<file path="config.mk">
export PLATFORM = sky130hd
export DESIGN_NAME = ps2_host_tx_flat
export DESIGN_NICKNAME = d
export VERILOG_FILES = /design/src/rtl/ps2_pkg.sv /design/src/rtl/ps2_host_tx_if.sv /design/src/rtl/ps2_line_filter.sv /design/src/rtl/ps2_host_tx.sv /design/src/flat_wrapper.sv
export SDC_FILE = /design/constraint.sdc
export NUM_CORES = 1
export LEC_CHECK = 0
export ABC_AREA = 1
export CAP_MARGIN = 10
export CORE_MARGIN = 2
export CORE_UTILIZATION = 40
export CTS_BUF_LIST = sky130_fd_sc_hd__clkbuf_16
export DETAILED_ROUTE_END_ITERATION = 10
export PLACE_DENSITY = 0.73
export SETUP_SLACK_MARGIN = 0.05
export SLEW_MARGIN = 20
export SYNTH_ARGS = -nofsm -noshare
export SYNTH_HDL_FRONTEND = slang
export SYNTH_HIERARCHICAL = 1
export SYNTH_SLANG_ARGS = --single-unit
</file>
<file path="constraint.sdc">
create_clock -name clk -period 2.2 [get_ports clk]
set_input_delay 0.55 -clock clk [delete_from_list [all_inputs] [get_ports clk]]
set_output_delay 0.55 -clock clk [all_outputs]
set_load 0.005 [all_outputs]
</file>
<file path="src/rtl/ps2_pkg.sv">
// ps2_pkg: definitions shared by the PS/2 host transmitter and the PS/2
// receive path.
//   - tx_state_t     : host transmit FSM state encoding
//   - REG_DATA/STATUS: Wishbone register byte offsets
//   - STAT_*         : bit positions inside the STATUS register
//   - CMD_*          : common keyboard command bytes
//   - odd_parity()   : PS/2 frame parity (odd over the eight data bits)
package ps2_pkg;

    typedef enum logic [2:0] {
        ST_IDLE,
        ST_INHIBIT,
        ST_REQ,
        ST_BITS,
        ST_ACK,
        ST_WAITIDLE
    } tx_state_t;

    localparam logic [31:0] REG_DATA   = 32'h0;
    localparam logic [31:0] REG_STATUS = 32'h4;

    localparam int STAT_BUSY = 0;
    localparam int STAT_DONE = 1;
    localparam int STAT_NACK = 2;
    localparam int STAT_TMO  = 3;
    localparam int STAT_OVR  = 4;

    localparam logic [7:0] CMD_SET_LEDS = 8'hED;
    localparam logic [7:0] CMD_ENABLE   = 8'hF4;
    localparam logic [7:0] CMD_RESET    = 8'hFF;

    // The parity bit makes the total count of ones in data+parity odd.
    function automatic logic odd_parity(input logic [7:0] b);
        return ~^b;
    endfunction

endpackage

</file>
<file path="src/rtl/ps2_host_tx_if.sv">
// ps2_host_tx_if: Wishbone slave bus used by the PS/2 host transmitter.
//   dat_i  [31:0]  write data (master -> slave)
//   adr_i  [31:0]  address, only bit 2 is decoded (master -> slave)
//   we_i           write enable (master -> slave)
//   stb_i          strobe (master -> slave)
//   dat_o  [31:0]  read data, valid with ack_o (slave -> master)
//   ack_o          single-cycle acknowledge (slave -> master)
interface ps2_host_tx_if;

    logic [31:0] dat_i;
    logic [31:0] adr_i;
    logic        we_i;
    logic        stb_i;
    logic [31:0] dat_o;
    logic        ack_o;

    modport master (
        output dat_i, adr_i, we_i, stb_i,
        input  dat_o, ack_o
    );

    modport slave (
        input  dat_i, adr_i, we_i, stb_i,
        output dat_o, ack_o
    );

endinterface

</file>
<file path="src/rtl/ps2_line_filter.sv">
// ps2_line_filter: conditions one asynchronous open-drain PS/2 pad input.
// A 2-flop synchronizer feeds a glitch filter that only accepts a new level
// after FILTER_LEN consecutive samples disagree with the current one.
//   clk, rst  system clock, synchronous active-high reset
//   pad_i     raw pad input (asynchronous)
//   level_o   filtered line level (resets to 1, the idle pulled-up level)
//   fall_o    one-cycle pulse when level_o goes 1 -> 0
module ps2_line_filter #(
    parameter int FILTER_LEN = 8
) (
    input  logic clk,
    input  logic rst,
    input  logic pad_i,
    output logic level_o,
    output logic fall_o
);

    localparam int CW = (FILTER_LEN > 1) ? $clog2(FILTER_LEN) : 1;

    logic          sync_1;
    logic          sync_2;
    logic [CW-1:0] cnt;

    // Two-stage synchronizer; resets to the idle-high line level so that
    // leaving reset never looks like a falling edge.
    always_ff @(posedge clk) begin
        if (rst) begin
            sync_1 <= 1'b1;
            sync_2 <= 1'b1;
        end else begin
            sync_1 <= pad_i;
            sync_2 <= sync_1;
        end
    end

    // Any sample agreeing with the accepted level restarts the run count,
    // so a shorter pulse never gets through. The edge pulse is raised in
    // the same cycle the new level is accepted.
    always_ff @(posedge clk) begin
        if (rst) begin
            level_o <= 1'b1;
            fall_o  <= 1'b0;
            cnt     <= '0;
        end else begin
            fall_o <= 1'b0;
            if (sync_2 == level_o) begin
                cnt <= '0;
            end else if (cnt == CW'(FILTER_LEN - 1)) begin
                level_o <= sync_2;
                fall_o  <= level_o;
                cnt     <= '0;
            end else begin
                cnt <= cnt + 1'b1;
            end
        end
    end

endmodule

</file>
<file path="src/rtl/ps2_host_tx.sv">
// ps2_host_tx: host-to-device PS/2 transmitter with a Wishbone register
// window (DATA at 0x0, STATUS at 0x4) and a level completion interrupt.
//   clk, rst                 system clock, synchronous active-high reset
//   bus                      Wishbone slave (ps2_host_tx_if.slave)
//   ps2_clk_i, ps2_data_i    asynchronous pad inputs
//   ps2_clk_oe, ps2_data_oe  1 = pull the pad low, 0 = release it
//   tx_irq                   level interrupt, set on DONE/NACK/TMO
//   tx_iack                  interrupt acknowledge
//   tx_busy                  high while a transmission owns the lines
// Build option: define PS2_TX_TIMEOUT_EN to add a watchdog that abandons a
// frame after TIMEOUT_CYCLES once the clock line has been handed to the
// device.
import ps2_pkg::*;

module ps2_host_tx #(
    parameter int INHIBIT_CYCLES = 12000,
    parameter int FILTER_LEN     = 8,
    parameter int TIMEOUT_CYCLES = 1500000
) (
    input  logic                clk,
    input  logic                rst,
    ps2_host_tx_if.slave        bus,
    input  logic                ps2_clk_i,
    input  logic                ps2_data_i,
    output logic                ps2_clk_oe,
    output logic                ps2_data_oe,
    output logic                tx_irq,
    input  logic                tx_iack,
    output logic                tx_busy
);

    localparam int INH_W = $clog2(INHIBIT_CYCLES + 1);

    tx_state_t        state;
    tx_state_t        state_nxt;
    logic [7:0]       tx_byte;
    logic [9:0]       frame;
    logic [3:0]       bit_cnt;
    logic             cur_bit;
    logic [INH_W-1:0] inh_cnt;
    logic             st_done;
    logic             st_nack;
    logic             st_tmo;
    logic             st_ovr;
    logic             clk_level;
    logic             clk_fall;
    logic             data_level;
    logic             data_fall_unused;
    logic             bus_take;
    logic             wr_data;
    logic             wr_status;
    logic             start;
    logic             timeout;
    logic             clk_oe_d;
    logic             data_oe_d;
    logic             done_evt;
    logic             nack_evt;
    logic             unused_bits;

    assign unused_bits = ^{bus.adr_i[31:3], bus.adr_i[1:0], bus.dat_i[31:8]};

    ps2_line_filter #(.FILTER_LEN(FILTER_LEN)) u_clk_filter (
        .clk     (clk),
        .rst     (rst),
        .pad_i   (ps2_clk_i),
        .level_o (clk_level),
        .fall_o  (clk_fall)
    );

    ps2_line_filter #(.FILTER_LEN(FILTER_LEN)) u_data_filter (
        .clk     (clk),
        .rst     (rst),
        .pad_i   (ps2_data_i),
        .level_o (data_level),
        .fall_o  (data_fall_unused)
    );

    // A new access is taken only when no ack is outstanding, which spaces
    // acks of a held strobe two cycles apart.
    assign bus_take  = bus.stb_i & ~bus.ack_o;
    assign wr_data   = bus_take & bus.we_i & ~bus.adr_i[2];
    assign wr_status = bus_take & bus.we_i &  bus.adr_i[2];
    assign start     = wr_data & (state == ST_IDLE);
    assign tx_busy   = (state != ST_IDLE);

`ifdef PS2_TX_TIMEOUT_EN
    logic [20:0] wd_cnt;

    // The watchdog only runs once the device owns the clock; the inhibit
    // period is under host control and cannot stall.
    always_ff @(posedge clk) begin
        if (rst || state == ST_IDLE || state == ST_INHIBIT) begin
            wd_cnt <= '0;
        end else begin
            wd_cnt <= wd_cnt + 1'b1;
        end
    end

    assign timeout = (state != ST_IDLE) && (state != ST_INHIBIT) &&
                     (wd_cnt == 21'(TIMEOUT_CYCLES - 1));
`else
    localparam int unused_timeout = TIMEOUT_CYCLES;
    assign timeout = 1'b0;
`endif

    // State register of the transmit FSM.
    always_ff @(posedge clk) begin
        if (rst) begin
            state <= ST_IDLE;
        end else begin
            state <= state_nxt;
        end
    end

    // Next-state and line-drive decode. A timeout overrides everything and
    // drops back to IDLE with both lines released.
    always_comb begin
        state_nxt = state;
        clk_oe_d  = 1'b0;
        data_oe_d = 1'b0;
        done_evt  = 1'b0;
        nack_evt  = 1'b0;
        case (state)
            ST_IDLE: begin
                if (start) state_nxt = ST_INHIBIT;
            end
            ST_INHIBIT: begin
                clk_oe_d = 1'b1;
                if (inh_cnt == INH_W'(INHIBIT_CYCLES - 1)) begin
                    data_oe_d = 1'b1;
                    state_nxt = ST_REQ;
                end
            end
            ST_REQ: begin
                data_oe_d = 1'b1;
                if (clk_fall) state_nxt = ST_BITS;
            end
            ST_BITS: begin
                data_oe_d = ~cur_bit;
                if (clk_fall && bit_cnt == 4'd9) state_nxt = ST_ACK;
            end
            ST_ACK: begin
                if (clk_fall) begin
                    nack_evt  = data_level;
                    state_nxt = ST_WAITIDLE;
                end
            end
            ST_WAITIDLE: begin
                if (clk_level && data_level) begin
                    done_evt  = 1'b1;
                    state_nxt = ST_IDLE;
                end
            end
            default: state_nxt = ST_IDLE;
        endcase
        if (timeout) begin
            state_nxt = ST_IDLE;
            clk_oe_d  = 1'b0;
            data_oe_d = 1'b0;
            done_evt  = 1'b0;
            nack_evt  = 1'b0;
        end
    end

    // Line drivers are registered so the pads never see decode glitches.
    always_ff @(posedge clk) begin
        if (rst) begin
            ps2_clk_oe  <= 1'b0;
            ps2_data_oe <= 1'b0;
        end else begin
            ps2_clk_oe  <= clk_oe_d;
            ps2_data_oe <= data_oe_d;
        end
    end

    // Frame datapath. The frame is stop/parity/data so bit_cnt indexes it
    // directly; cur_bit starts at 0, which is the start bit held in REQ.
    always_ff @(posedge clk) begin
        if (rst) begin
            tx_byte <= '0;
            frame   <= '0;
            bit_cnt <= '0;
            cur_bit <= 1'b0;
            inh_cnt <= '0;
        end else begin
            if (start) begin
                tx_byte <= bus.dat_i[7:0];
                frame   <= {1'b1, odd_parity(bus.dat_i[7:0]), bus.dat_i[7:0]};
                bit_cnt <= '0;
                cur_bit <= 1'b0;
            end
            if (state == ST_INHIBIT) begin
                inh_cnt <= inh_cnt + 1'b1;
            end else begin
                inh_cnt <= '0;
            end
            if (state == ST_BITS && clk_fall) begin
                cur_bit <= frame[bit_cnt];
                bit_cnt <= bit_cnt + 4'd1;
            end
        end
    end

    // Sticky status and interrupt. Events are applied after the clears so
    // that a set in the same cycle as a clear wins.
    always_ff @(posedge clk) begin
        if (rst) begin
            st_done <= 1'b0;
            st_nack <= 1'b0;
            st_tmo  <= 1'b0;
            st_ovr  <= 1'b0;
            tx_irq  <= 1'b0;
        end else begin
            if (start) begin
                st_done <= 1'b0;
                st_nack <= 1'b0;
                st_tmo  <= 1'b0;
            end
            if (wr_data && state != ST_IDLE) st_ovr <= 1'b1;
            if (wr_status) begin
                if (bus.dat_i[STAT_DONE]) st_done <= 1'b0;
                if (bus.dat_i[STAT_NACK]) st_nack <= 1'b0;
                if (bus.dat_i[STAT_TMO])  st_tmo  <= 1'b0;
                if (bus.dat_i[STAT_OVR])  st_ovr  <= 1'b0;
            end
            if (done_evt) st_done <= 1'b1;
            if (nack_evt) st_nack <= 1'b1;
            if (timeout)  st_tmo  <= 1'b1;
            if (done_evt || nack_evt || timeout) begin
                tx_irq <= 1'b1;
            end else if (tx_iack || (wr_status && bus.dat_i[STAT_DONE])) begin
                tx_irq <= 1'b0;
            end
        end
    end

    // Wishbone response: ack one cycle after the strobe is taken, with read
    // data presented only alongside that ack.
    always_ff @(posedge clk) begin
        if (rst) begin
            bus.ack_o <= 1'b0;
            bus.dat_o <= '0;
        end else begin
            bus.ack_o <= bus_take;
            bus.dat_o <= '0;
            if (bus_take && !bus.we_i) begin
                if (bus.adr_i[2]) begin
                    bus.dat_o <= {27'd0, st_ovr, st_tmo, st_nack, st_done, tx_busy};
                end else begin
                    bus.dat_o <= {24'd0, tx_byte};
                end
            end
        end
    end

endmodule

</file>
<file path="src/flat_wrapper.sv">
// flat-port wrapper written by rule: the top's interface ports become plain ports
module ps2_host_tx_flat 
#(
    parameter int INHIBIT_CYCLES = 12000,
    parameter int FILTER_LEN     = 8,
    parameter int TIMEOUT_CYCLES = 1500000
)
  (clk, rst, ps2_clk_i, ps2_data_i, ps2_clk_oe, ps2_data_oe, tx_irq, tx_iack, tx_busy, bus_dat_i, bus_adr_i, bus_we_i, bus_stb_i, bus_dat_o, bus_ack_o);
  ps2_host_tx_if bus_i ();
  input  logic clk;
  input  logic rst;
  input  logic ps2_clk_i;
  input  logic ps2_data_i;
  output logic ps2_clk_oe;
  output logic ps2_data_oe;
  output logic tx_irq;
  input  logic tx_iack;
  output logic tx_busy;
  input wire logic [$bits(bus_i.dat_i)-1:0] bus_dat_i;
  input wire logic [$bits(bus_i.adr_i)-1:0] bus_adr_i;
  input wire logic [$bits(bus_i.we_i)-1:0] bus_we_i;
  input wire logic [$bits(bus_i.stb_i)-1:0] bus_stb_i;
  output wire logic [$bits(bus_i.dat_o)-1:0] bus_dat_o;
  output wire logic [$bits(bus_i.ack_o)-1:0] bus_ack_o;
  assign bus_i.dat_i = bus_dat_i;
  assign bus_i.adr_i = bus_adr_i;
  assign bus_i.we_i = bus_we_i;
  assign bus_i.stb_i = bus_stb_i;
  assign bus_dat_o = bus_i.dat_o;
  assign bus_ack_o = bus_i.ack_o;
  ps2_host_tx #(.INHIBIT_CYCLES(INHIBIT_CYCLES), .FILTER_LEN(FILTER_LEN), .TIMEOUT_CYCLES(TIMEOUT_CYCLES)) u_core (.clk(clk), .rst(rst), .bus(bus_i), .ps2_clk_i(ps2_clk_i), .ps2_data_i(ps2_data_i), .ps2_clk_oe(ps2_clk_oe), .ps2_data_oe(ps2_data_oe), .tx_irq(tx_irq), .tx_iack(tx_iack), .tx_busy(tx_busy));
endmodule
</file>
==> reports/qor.txt, run 1 <==
OUTCOME
--------------------------------------------------------------------------------------
Result of the run                                                         finished clean

CTS
--------------------------------------------------------------------------------------
TritonCTS clock tree                                                               yes
Number of post-CTS setup repair buffers                                              0
Clock sinks                                                                         61
Clock slew at the register clock pins of the worst setup and hold paths          50 ps
Clk_lat worst skew                                                              330 ps
Clock root buffer                                                            clkbuf_16
Maximum level of the CTS H-tree                                                      3
Total of cells resized after clock tree synthesis                                    0
CTS buffer count                                                                     9
Count of hold-fix buffers inserted at cts                                            0
Clock Path Buffers                                                                   2

STA
--------------------------------------------------------------------------------------
Sum Neg Setup Slack                                                               0 ps
Count of endpoints failing hold in the final timing report                           0
Final Critical Period                                                          2030 ps
Count of pins over their slew limit                                                  0
Final-layout worst hold slack                                                   405 ps
Final-report setup violation count                                                   0
Maximum clock skew at final layout                                             5.76 ps
Crit share post-route                                                            92.4%
Max frequency                                                                  492 MHz
RSZ-0062 raised after global routing                                                no

LOGIC SYNTHESIS
--------------------------------------------------------------------------------------
Total number of yosys warnings                                                       6
Synth Cell Area                                                           0.00295 mm^2
Cell count after synthesis                                                         389
Synthesized area per cell                                                    7.57 um^2

PLACED DESIGN
--------------------------------------------------------------------------------------
Total cell area at the placement stage                                    0.00325 mm^2
Count of input and output buffers                                                   28
Total instance count after detailed placement                                      511
Final HPWL DP                                                                  3990 um
Placer's final routability congestion estimate                                   0.832

FLOW RUN
--------------------------------------------------------------------------------------
Max Cap Violations                                                                   0

WORST SETUP PATH
--------------------------------------------------------------------------------------
Kind of capture point of the worst setup path                               output pin
Worst Path Required                                                            1650 ps
Startpoint-to-endpoint class of the critical path                              reg2out
Reg-to-reg startpoint                                                     u_core/bit_cnt[0]$_SDFFE_PP0P_
Worst setup path startpoint                                               u_core/state[1]$_SDFFE_PP0P_
Category of the worst setup path launch point                                 register
Arr. time, crit path                                                           1480 ps
Capturing instance or port of the critical path                                tx_busy
Register-to-Register Path Depth                                                      8
Top fanout value on the critical path                                                5
Destination of the worst register-to-register timing path                 u_core/state[0]$_SDFFE_PP0P_
Register-to-register setup slack                                                620 ps

GRT
--------------------------------------------------------------------------------------
Via count of the first global-routing pass                                        2251
Antenna violations before repair                                                     0
Overall Global Routing Usage                                                     14.7%
Pin count of the biggest net entering global routing                                24
Remaining Overflow, GRT                                                              0
First-pass GRT wire length                                                     9620 um

DETAILED ROUTING
--------------------------------------------------------------------------------------
DRC violation count after routing                                                    0
WL/cell                                                                        10.6 um
Overall via count from detail_route                                               2466
Number of detailed-route iterations in the first pass                                5
Remaining number of nets flagged by the antenna check after routing                  0
Via count normalized by instance count                                            4.68
Total Routed Length                                                            5610 um
Initial drt markers                                                                129

FLOORPLANNING
--------------------------------------------------------------------------------------
Full die area                                                             0.00807 mm^2
Std-Cell Core Area                                                        0.00718 mm^2
Number of top-level pins                                                           108
Vert. Die Dim                                                                  89.8 um
Row count                                                                           31
Die span in x                                                                  89.8 um
Initial cell density of the core                                                 41.1%

FINAL LAYOUT
--------------------------------------------------------------------------------------
Most common cell after layout, fill and taps aside                             dfxtp_1
Commonest non-fill, non-tap cells in the layout                           61 x dfxtp_1, 57 x nand2_1, 48 x inv_1, 48 x nor2_1, 29 x a21oi_1
Net total in the final layout                                                      501
Number of antenna cells inserted                                                     0
P&R area growth vs syn                                                           19.0%
Number of cells in the finished layout apart from fillers                          527
Layout cell share with drive strength beyond 1                                   13.1%
Design Area, Final                                                        0.00351 mm^2
Fill count                                                                         692

HOLD PATH
--------------------------------------------------------------------------------------
Hold Crit Class                                                                reg2reg

POWER
--------------------------------------------------------------------------------------
Total power draw                                                               3020 uW
Power density cells                                                        860 mW/mm^2
Maximum vdd drop                                                              0.481 mV
Leakage component of the power                                              0.00146 uW

## per-stage QoR
stage	setup WS, ps	utilization, %
2_1_floorplan	799	-
6_report	167	48.9
5_1_grt	96.6	48.9
3_3_place_gp	245	45.3
3_5_place_dp	221	45.3
4_1_cts	147	48.9
## per-layer routing
metal	global-route usage (%)	part of all wire, %	vias up
met5	0	0	-
met4	10.3	3.6	0
met3	3.19	5.1	19
met2	23.9	45	90
met1	17.2	46	1105
li1	-	-	1252
## flip-flops by register name, indices dropped and copies added, names as in the netlist, 3 cells and up
register                  flops
u_core/u_data_filter/cnt      3
u_core/tx_byte                7
u_core/frame                  3
u_core/u_clk_filter/cnt       3
u_core/state                  3
u_core/bit_cnt                4
u_core/bus.dat_o              8
u_core/inh_cnt               14
## worst min-delay path by stage
stage                     slack [ps]  cells after the start                                    from                                      to
after floorplan                  380                      1   u_core/u_clk_filter/sync_1$_SDFF_PP1_   u_core/u_clk_filter/sync_2$_SDFF_PP1_
after global placement           390                      1  u_core/u_data_filter/sync_1$_SDFF_PP1_  u_core/u_data_filter/sync_2$_SDFF_PP1_
after detailed placement         390                      1  u_core/u_data_filter/sync_1$_SDFF_PP1_  u_core/u_data_filter/sync_2$_SDFF_PP1_
after CTS                        410                      1  u_core/u_data_filter/sync_1$_SDFF_PP1_  u_core/u_data_filter/sync_2$_SDFF_PP1_
after global routing             420                      1  u_core/u_data_filter/sync_1$_SDFF_PP1_  u_core/u_data_filter/sync_2$_SDFF_PP1_
final                            410                      1  u_core/u_data_filter/sync_1$_SDFF_PP1_  u_core/u_data_filter/sync_2$_SDFF_PP1_
## critical path, stage by stage (launching register included)
cell             delay [ps]
dfxtp_1                 430
nor2_2                   70
nand2_2                 130
clkdlybuf4s50_1         520
## final cells by class
type                       count  area (um^2)  area share [%]
multi-input combinational    264         1380            39.3
sequential                    61         1220            34.8
timing repair buffer          31          315            8.99
clock buffer                   9          225            6.42
inverter                      56          210            6.00
tap                           99          124            3.53
clock inverter                 7         32.5           0.928
## where the power goes
part / leakage (uW) / total, uW / switching, uW / internal (uW)
clock network: 0.000134 / 1230 / 485 / 741
registers: 0.000494 / 1220 / 46.1 / 1170
logic: 0.000827 / 568 / 343 / 225
Note: power is estimated with default switching activity, not from simulation.
==> run 2: changes to the inputs <==
- CORE_UTILIZATION: 40 -> 48
- PLACE_DENSITY: 0.73 -> 0.85
==> run 2 against run 1 <==
Combinational power increased by 2%. Maximum frequency increased by 1.1%. Clock-buffer cell count stayed put. Wire length up 3.4%. Via count is 1.7% higher. Sequential share of layout area down 0.43 points. Critical path type unchanged. Largest power group unchanged.
==> reports/qor.txt, run 2 (synthesis results as in run 1) <==
FLOORPLANNING
--------------------------------------------------------------------------------------
Full die area                                                             0.00678 mm^2
Initial cell density of the core                                                 49.8%
Row count                                                                           28
Vert. Die Dim                                                                  82.4 um
Number of top-level pins                                                           108
Std-Cell Core Area                                                        0.00592 mm^2
Die span in x                                                                  82.4 um

WORST SETUP PATH
--------------------------------------------------------------------------------------
CP Depth                                                                             3
Worst-path cell chain                                                     nor2_2, nand2_2, clkdlybuf4s50_1
CP max-delay cell                                                         clkdlybuf4s50_1
Arr. time, crit path                                                           1460 ps
Capturing instance or port of the critical path                                tx_busy
Reg-to-reg startpoint                                                     u_core/inh_cnt[0]$_SDFF_PP0_
Delay of the slowest critical-path stage                                        520 ps
Destination of the worst register-to-register timing path                 u_core/state[2]$_SDFFE_PP0P_
Cell class contributing the biggest share of worst-path delay             buffers and inverters
Register-to-register setup slack                                                660 ps
Category of the worst setup path launch point                                 register
CP Buf/Inv Count                                                                     1
Worst Path Required                                                            1650 ps
Kind of capture point of the worst setup path                               output pin
Register-to-Register Path Depth                                                     11
Top fanout value on the critical path                                                5
Startpoint-to-endpoint class of the critical path                              reg2out
Worst setup path startpoint                                               u_core/state[1]$_SDFFE_PP0P_

FINAL LAYOUT
--------------------------------------------------------------------------------------
Commonest non-fill, non-tap cells in the layout                           61 x dfxtp_1, 57 x nand2_1, 50 x inv_1
Layout cell share with drive strength beyond 1                                   12.9%
Largest registers                                                         u_core/inh_cnt: 14 flops, u_core/bus.dat_o: 8 flops, u_core/tx_byte: 7 flops
P&R area growth vs syn                                                           20.5%
Flip-flop count of the largest register after layout                                14
Register ranked first by flip-flop count                                  u_core/inh_cnt
Number of antenna cells inserted                                                     0
Design Area, Final                                                        0.00355 mm^2
Sequential standard cell area                                             0.00122 mm^2
Net total in the final layout                                                      501
Fill count                                                                         516
Multi-input gate area in the final layout                                 0.00138 mm^2
Most common cell after layout, fill and taps aside                             dfxtp_1

GRT
--------------------------------------------------------------------------------------
Antenna violations before repair                                                     0
Remaining Overflow, GRT                                                              0
Routing usage on met1                                                            22.7%
Overall Global Routing Usage                                                     19.1%
Routing usage on met3                                                            5.33%
Met2 usage in global routing                                                     30.6%
Layer with the highest usage after global routing                                 met2
Pin count of the biggest net entering global routing                                25
Via count of the first global-routing pass                                        2345
First-pass GRT wire length                                                     9870 um

POWER
--------------------------------------------------------------------------------------
Power density cells                                                        941 mW/mm^2
Maximum vdd drop                                                              0.577 mV
Total power draw                                                               3340 uW
Leakage component of the power                                              0.00149 uW

STA
--------------------------------------------------------------------------------------
Crit share post-route                                                            91.4%
Final-report setup violation count                                                   0
Count of endpoints failing hold in the final timing report                           0
Sum Neg Setup Slack                                                               0 ps
Count of pins over their slew limit                                                  0
Maximum clock skew at final layout                                             4.52 ps
Slew at the pin closest to its max-slew limit                                   561 ps
Max frequency                                                                  498 MHz
Final Critical Period                                                          2010 ps
Rel. slew slack                                                                  62.2%
RSZ-0062 raised after global routing                                                no

DETAILED ROUTING
--------------------------------------------------------------------------------------
Number of detailed-route iterations in the first pass                                4
Remaining number of nets flagged by the antenna check after routing                  0
Initial drt markers                                                                156
WL/cell                                                                        11.5 um
DRC violation count after routing                                                    0
Total Routed Length                                                            5800 um
Via count normalized by instance count                                            4.98
Overall via count from detail_route                                               2507

OUTCOME
--------------------------------------------------------------------------------------
Result of the run                                                         finished clean

HOLD PATH
--------------------------------------------------------------------------------------
Count of cells along the worst hold path                                             1
Hold Crit Class                                                                reg2reg
Min-Delay Startpoint                                                      u_core/u_clk_filter/sync_1$_SDFF_PP1_

CTS
--------------------------------------------------------------------------------------
Clock sinks                                                                         61
Clock slew at the register clock pins of the worst setup and hold paths          50 ps
Clock root buffer                                                            clkbuf_16
Total of cells resized after clock tree synthesis                                    0
CTS buffer count                                                                     9
Clk_lat worst skew                                                              320 ps
Maximum level of the CTS H-tree                                                      3
TritonCTS clock tree                                                               yes
Count of hold-fix buffers inserted at cts                                            0
Number of post-CTS setup repair buffers                                              0
Clock Path Buffers                                                                   2

PLACED DESIGN
--------------------------------------------------------------------------------------
Count of input and output buffers                                                   28
Total cell area at the placement stage                                    0.00322 mm^2
Final HPWL DP                                                                  4090 um
Placer's final routability congestion estimate                                   0.880

FLOW RUN
--------------------------------------------------------------------------------------
Max Cap Violations                                                                   0

## run 2: changes by cell type in the layout (fill, tap and decap cells not counted)
cell	change
inv_1	+2
clkinv_2	-4
clkinv_1	-1
bufinv_16	+3
## run 2: layout make-up
| cell class | count | share of cell area [%] |
|---|---|---|
| flip-flops and latches | 61 | 34.4 |
| repair buffers | 31 | 8.88 |
| clock buffers | 9 | 6.34 |
| inverters | 56 | 5.92 |
| multi-input cells | 264 | 38.8 |
| well taps | 75 | 2.64 |
| clock inverters | 7 | 3.00 |
## run 2: how the worst min path moves through the flow
| stage | end | slack [ps] |
|---|---|---|
| 2_1_floorplan | u_core/u_clk_filter/sync_2$_SDFF_PP1_ | 380 |
| 3_5_place_dp | u_core/u_data_filter/sync_2$_SDFF_PP1_ | 400 |
| 6_report | u_core/u_clk_filter/sync_2$_SDFF_PP1_ | 400 |
| 5_1_grt | u_core/u_data_filter/sync_2$_SDFF_PP1_ | 420 |
| 4_1_cts | u_core/u_data_filter/sync_2$_SDFF_PP1_ | 410 |
| 3_3_place_gp | u_core/u_data_filter/sync_2$_SDFF_PP1_ | 380 |
## run 2: per-layer routing
layer	wire (um)	up-vias
met5	0	-
met4	165	0
met3	258	18
met2	2780	86
met1	2590	1149
li1	-	1254
## run 2: power by group
group | switching [uW] | internal [uW]
Clock | 449 | 1090
Combinational | 354 | 226
Sequential | 47.8 | 1180
## run 2: metrics by stage
| step | hold slack, ps | cells | utilization, % | setup slack (ps) |
|---|---|---|---|---|
| global placement | 385 | 487 | 54.4 | 248 |
| finish | 403 | 503 | 60.0 | 190 |
| CTS | 407 | 503 | 60.0 | 168 |
| detailed placement | 399 | 487 | 54.4 | 194 |
| floorplan | 383 | 412 | - | 799 |
| global route | 424 | 503 | 60.0 | 109 |
==> run 3: changes to the inputs <==
- HOLD_SLACK_MARGIN: not set -> 0.02
- MAX_ROUTING_LAYER: not set -> met4
==> run 3 against run 2 <==
Sequential power hardly changed. Clock-buffer cell count stayed put. Worst hold slack hardly changed. Setup slack hardly changed. First-iteration DRC count is 11% higher. Maximum frequency hardly changed. Total power hardly changed. Register-to-register slack hardly changed. Die area stayed put. Wire length is 0.12% higher. Core utilization stayed put.
==> reports/qor.txt, run 3 (synthesis results as in run 1) <==
OUTCOME
--------------------------------------------------------------------------------------
Result of the run                                                         finished clean

STA
--------------------------------------------------------------------------------------
Maximum clock skew at final layout                                             4.65 ps
Slew at the pin closest to its max-slew limit                                   565 ps
Count of pins over their slew limit                                                  0
Count of endpoints failing hold in the final timing report                           0
Final-layout worst hold slack                                                   403 ps
Rel. slew slack                                                                  62.0%
RSZ-0062 raised after global routing                                                no
Crit share post-route                                                            91.4%
Final Critical Period                                                          2010 ps
Max frequency                                                                  497 MHz
Sum Neg Setup Slack                                                               0 ps
Final-report setup violation count                                                   0

CTS
--------------------------------------------------------------------------------------
Clock root buffer                                                            clkbuf_16
Count of hold-fix buffers inserted at cts                                            0
TritonCTS clock tree                                                               yes
Clock sinks                                                                         61
Maximum level of the CTS H-tree                                                      3
CTS buffer count                                                                     9
Clock slew at the register clock pins of the worst setup and hold paths          50 ps
Number of post-CTS setup repair buffers                                              0
Clk_lat worst skew                                                              320 ps
Total of cells resized after clock tree synthesis                                    0
Clock Path Buffers                                                                   2

WORST SETUP PATH
--------------------------------------------------------------------------------------
Capturing instance or port of the critical path                                tx_busy
Top fanout value on the critical path                                                5
Register-to-register setup slack                                                660 ps
Worst Path Required                                                            1650 ps
Destination of the worst register-to-register timing path                 u_core/state[2]$_SDFFE_PP0P_
Kind of capture point of the worst setup path                               output pin
Category of the worst setup path launch point                                 register
Reg-to-reg startpoint                                                     u_core/inh_cnt[0]$_SDFF_PP0_
Arr. time, crit path                                                           1460 ps
Register-to-Register Path Depth                                                     11
Worst setup path startpoint                                               u_core/state[1]$_SDFFE_PP0P_
Startpoint-to-endpoint class of the critical path                              reg2out

GRT
--------------------------------------------------------------------------------------
Overall Global Routing Usage                                                     19.7%
Remaining Overflow, GRT                                                              0
Antenna violations before repair                                                     0
First-pass GRT wire length                                                     9880 um
Via count of the first global-routing pass                                        2345
Pin count of the biggest net entering global routing                                25

FINAL LAYOUT
--------------------------------------------------------------------------------------
P&R area growth vs syn                                                           20.5%
Commonest non-fill, non-tap cells in the layout                           61 x dfxtp_1, 57 x nand2_1, 50 x inv_1
Flip-flop count of the largest register after layout                                14
Register ranked first by flip-flop count                                  u_core/inh_cnt
Design Area, Final                                                        0.00355 mm^2
Number of antenna cells inserted                                                     0
Layout cell share with drive strength beyond 1                                   12.9%
Most common cell after layout, fill and taps aside                             dfxtp_1
Largest registers                                                         u_core/inh_cnt: 14 flops, u_core/bus.dat_o: 8 flops, u_core/tx_byte: 7 flops
Number of cells in the finished layout apart from fillers                          503
Net total in the final layout                                                      501
Post-route core utilization                                                      60.0%

FLOORPLANNING
--------------------------------------------------------------------------------------
Row count                                                                           28
Number of top-level pins                                                           108
Vert. Die Dim                                                                  82.4 um
Std-Cell Core Area                                                        0.00592 mm^2
Full die area                                                             0.00678 mm^2
Initial cell density of the core                                                 49.8%
Die span in x                                                                  82.4 um

POWER
--------------------------------------------------------------------------------------
Power density cells                                                        941 mW/mm^2
Maximum vdd drop                                                              0.576 mV
Leakage component of the power                                              0.00149 uW

DETAILED ROUTING
--------------------------------------------------------------------------------------
Via count normalized by instance count                                            4.97
Total Routed Length                                                            5800 um
Number of detailed-route iterations in the first pass                                4
Remaining number of nets flagged by the antenna check after routing                  0
Overall via count from detail_route                                               2499
WL/cell                                                                        11.5 um
Initial drt markers                                                                173
DRC violation count after routing                                                    0

PLACED DESIGN
--------------------------------------------------------------------------------------
Total instance count after detailed placement                                      487
Placer's final routability congestion estimate                                   0.894
Final HPWL DP                                                                  4090 um
Total cell area at the placement stage                                    0.00322 mm^2
Count of input and output buffers                                                   28

HOLD PATH
--------------------------------------------------------------------------------------
Hold Crit Class                                                                reg2reg

FLOW RUN
--------------------------------------------------------------------------------------
Max Cap Violations                                                                   0

[run 3: cell counts in the layout (fill, tap and decap cells not counted)]
No cell type changed its count.
[run 3: worst max-delay path: stages (launching register included)]
cell and delay, ps:
dfxtp_1 430, nor2_2 70, nand2_2 120, clkdlybuf4s50_1 520
[run 3: per-layer routing]
layer / global-route usage (%) / vias to the layer above / wire (um) / part of all wire [%]
li1: - / 1254 / - / -
met1: 22.8 / 1137 / 2590 / 45
met5: - / - / 0 / 0
met3: 5.22 / 16 / 279 / 4.8
met2: 30.6 / 92 / 2790 / 48
met4: 11.3 / 0 / 138 / 2.4
[run 3: worst min path at each step]
stage	startpoint	depth (start not counted)	end
6_report	u_core/u_clk_filter/sync_1$_SDFF_PP1_	1	u_core/u_clk_filter/sync_2$_SDFF_PP1_
5_1_grt	u_core/u_data_filter/sync_1$_SDFF_PP1_	1	u_core/u_data_filter/sync_2$_SDFF_PP1_
3_5_place_dp	u_core/u_data_filter/sync_1$_SDFF_PP1_	1	u_core/u_data_filter/sync_2$_SDFF_PP1_
2_1_floorplan	u_core/u_clk_filter/sync_1$_SDFF_PP1_	1	u_core/u_clk_filter/sync_2$_SDFF_PP1_
3_3_place_gp	u_core/u_data_filter/sync_1$_SDFF_PP1_	1	u_core/u_data_filter/sync_2$_SDFF_PP1_
4_1_cts	u_core/u_data_filter/sync_1$_SDFF_PP1_	1	u_core/u_data_filter/sync_2$_SDFF_PP1_
[run 3: stage by stage]
stage / power (uW) / setup slack, ps
2_1_floorplan: 1660 / 799
3_3_place_gp: 1780 / 248
3_5_place_dp: 1810 / 194
4_1_cts: 3360 / 168
5_1_grt: 3500 / 109
6_report: 3340 / 190
[run 3: final cells by class]
type	count	area [um^2]
fill	516	2370
multi-input combinational	264	1380
sequential	61	1220
timing repair buffer	31	315
clock buffer	9	225
inverter	56	210
clock inverter	7	106
tap	75	93.8
[run 3: report_power, final]
group | internal (uW) | total (uW) | switching, uW
combinational | 226 | 580 | 354
sequential | 1180 | 1220 | 47.8
clock | 1090 | 1540 | 449
total | 2490 | 3340 | 851
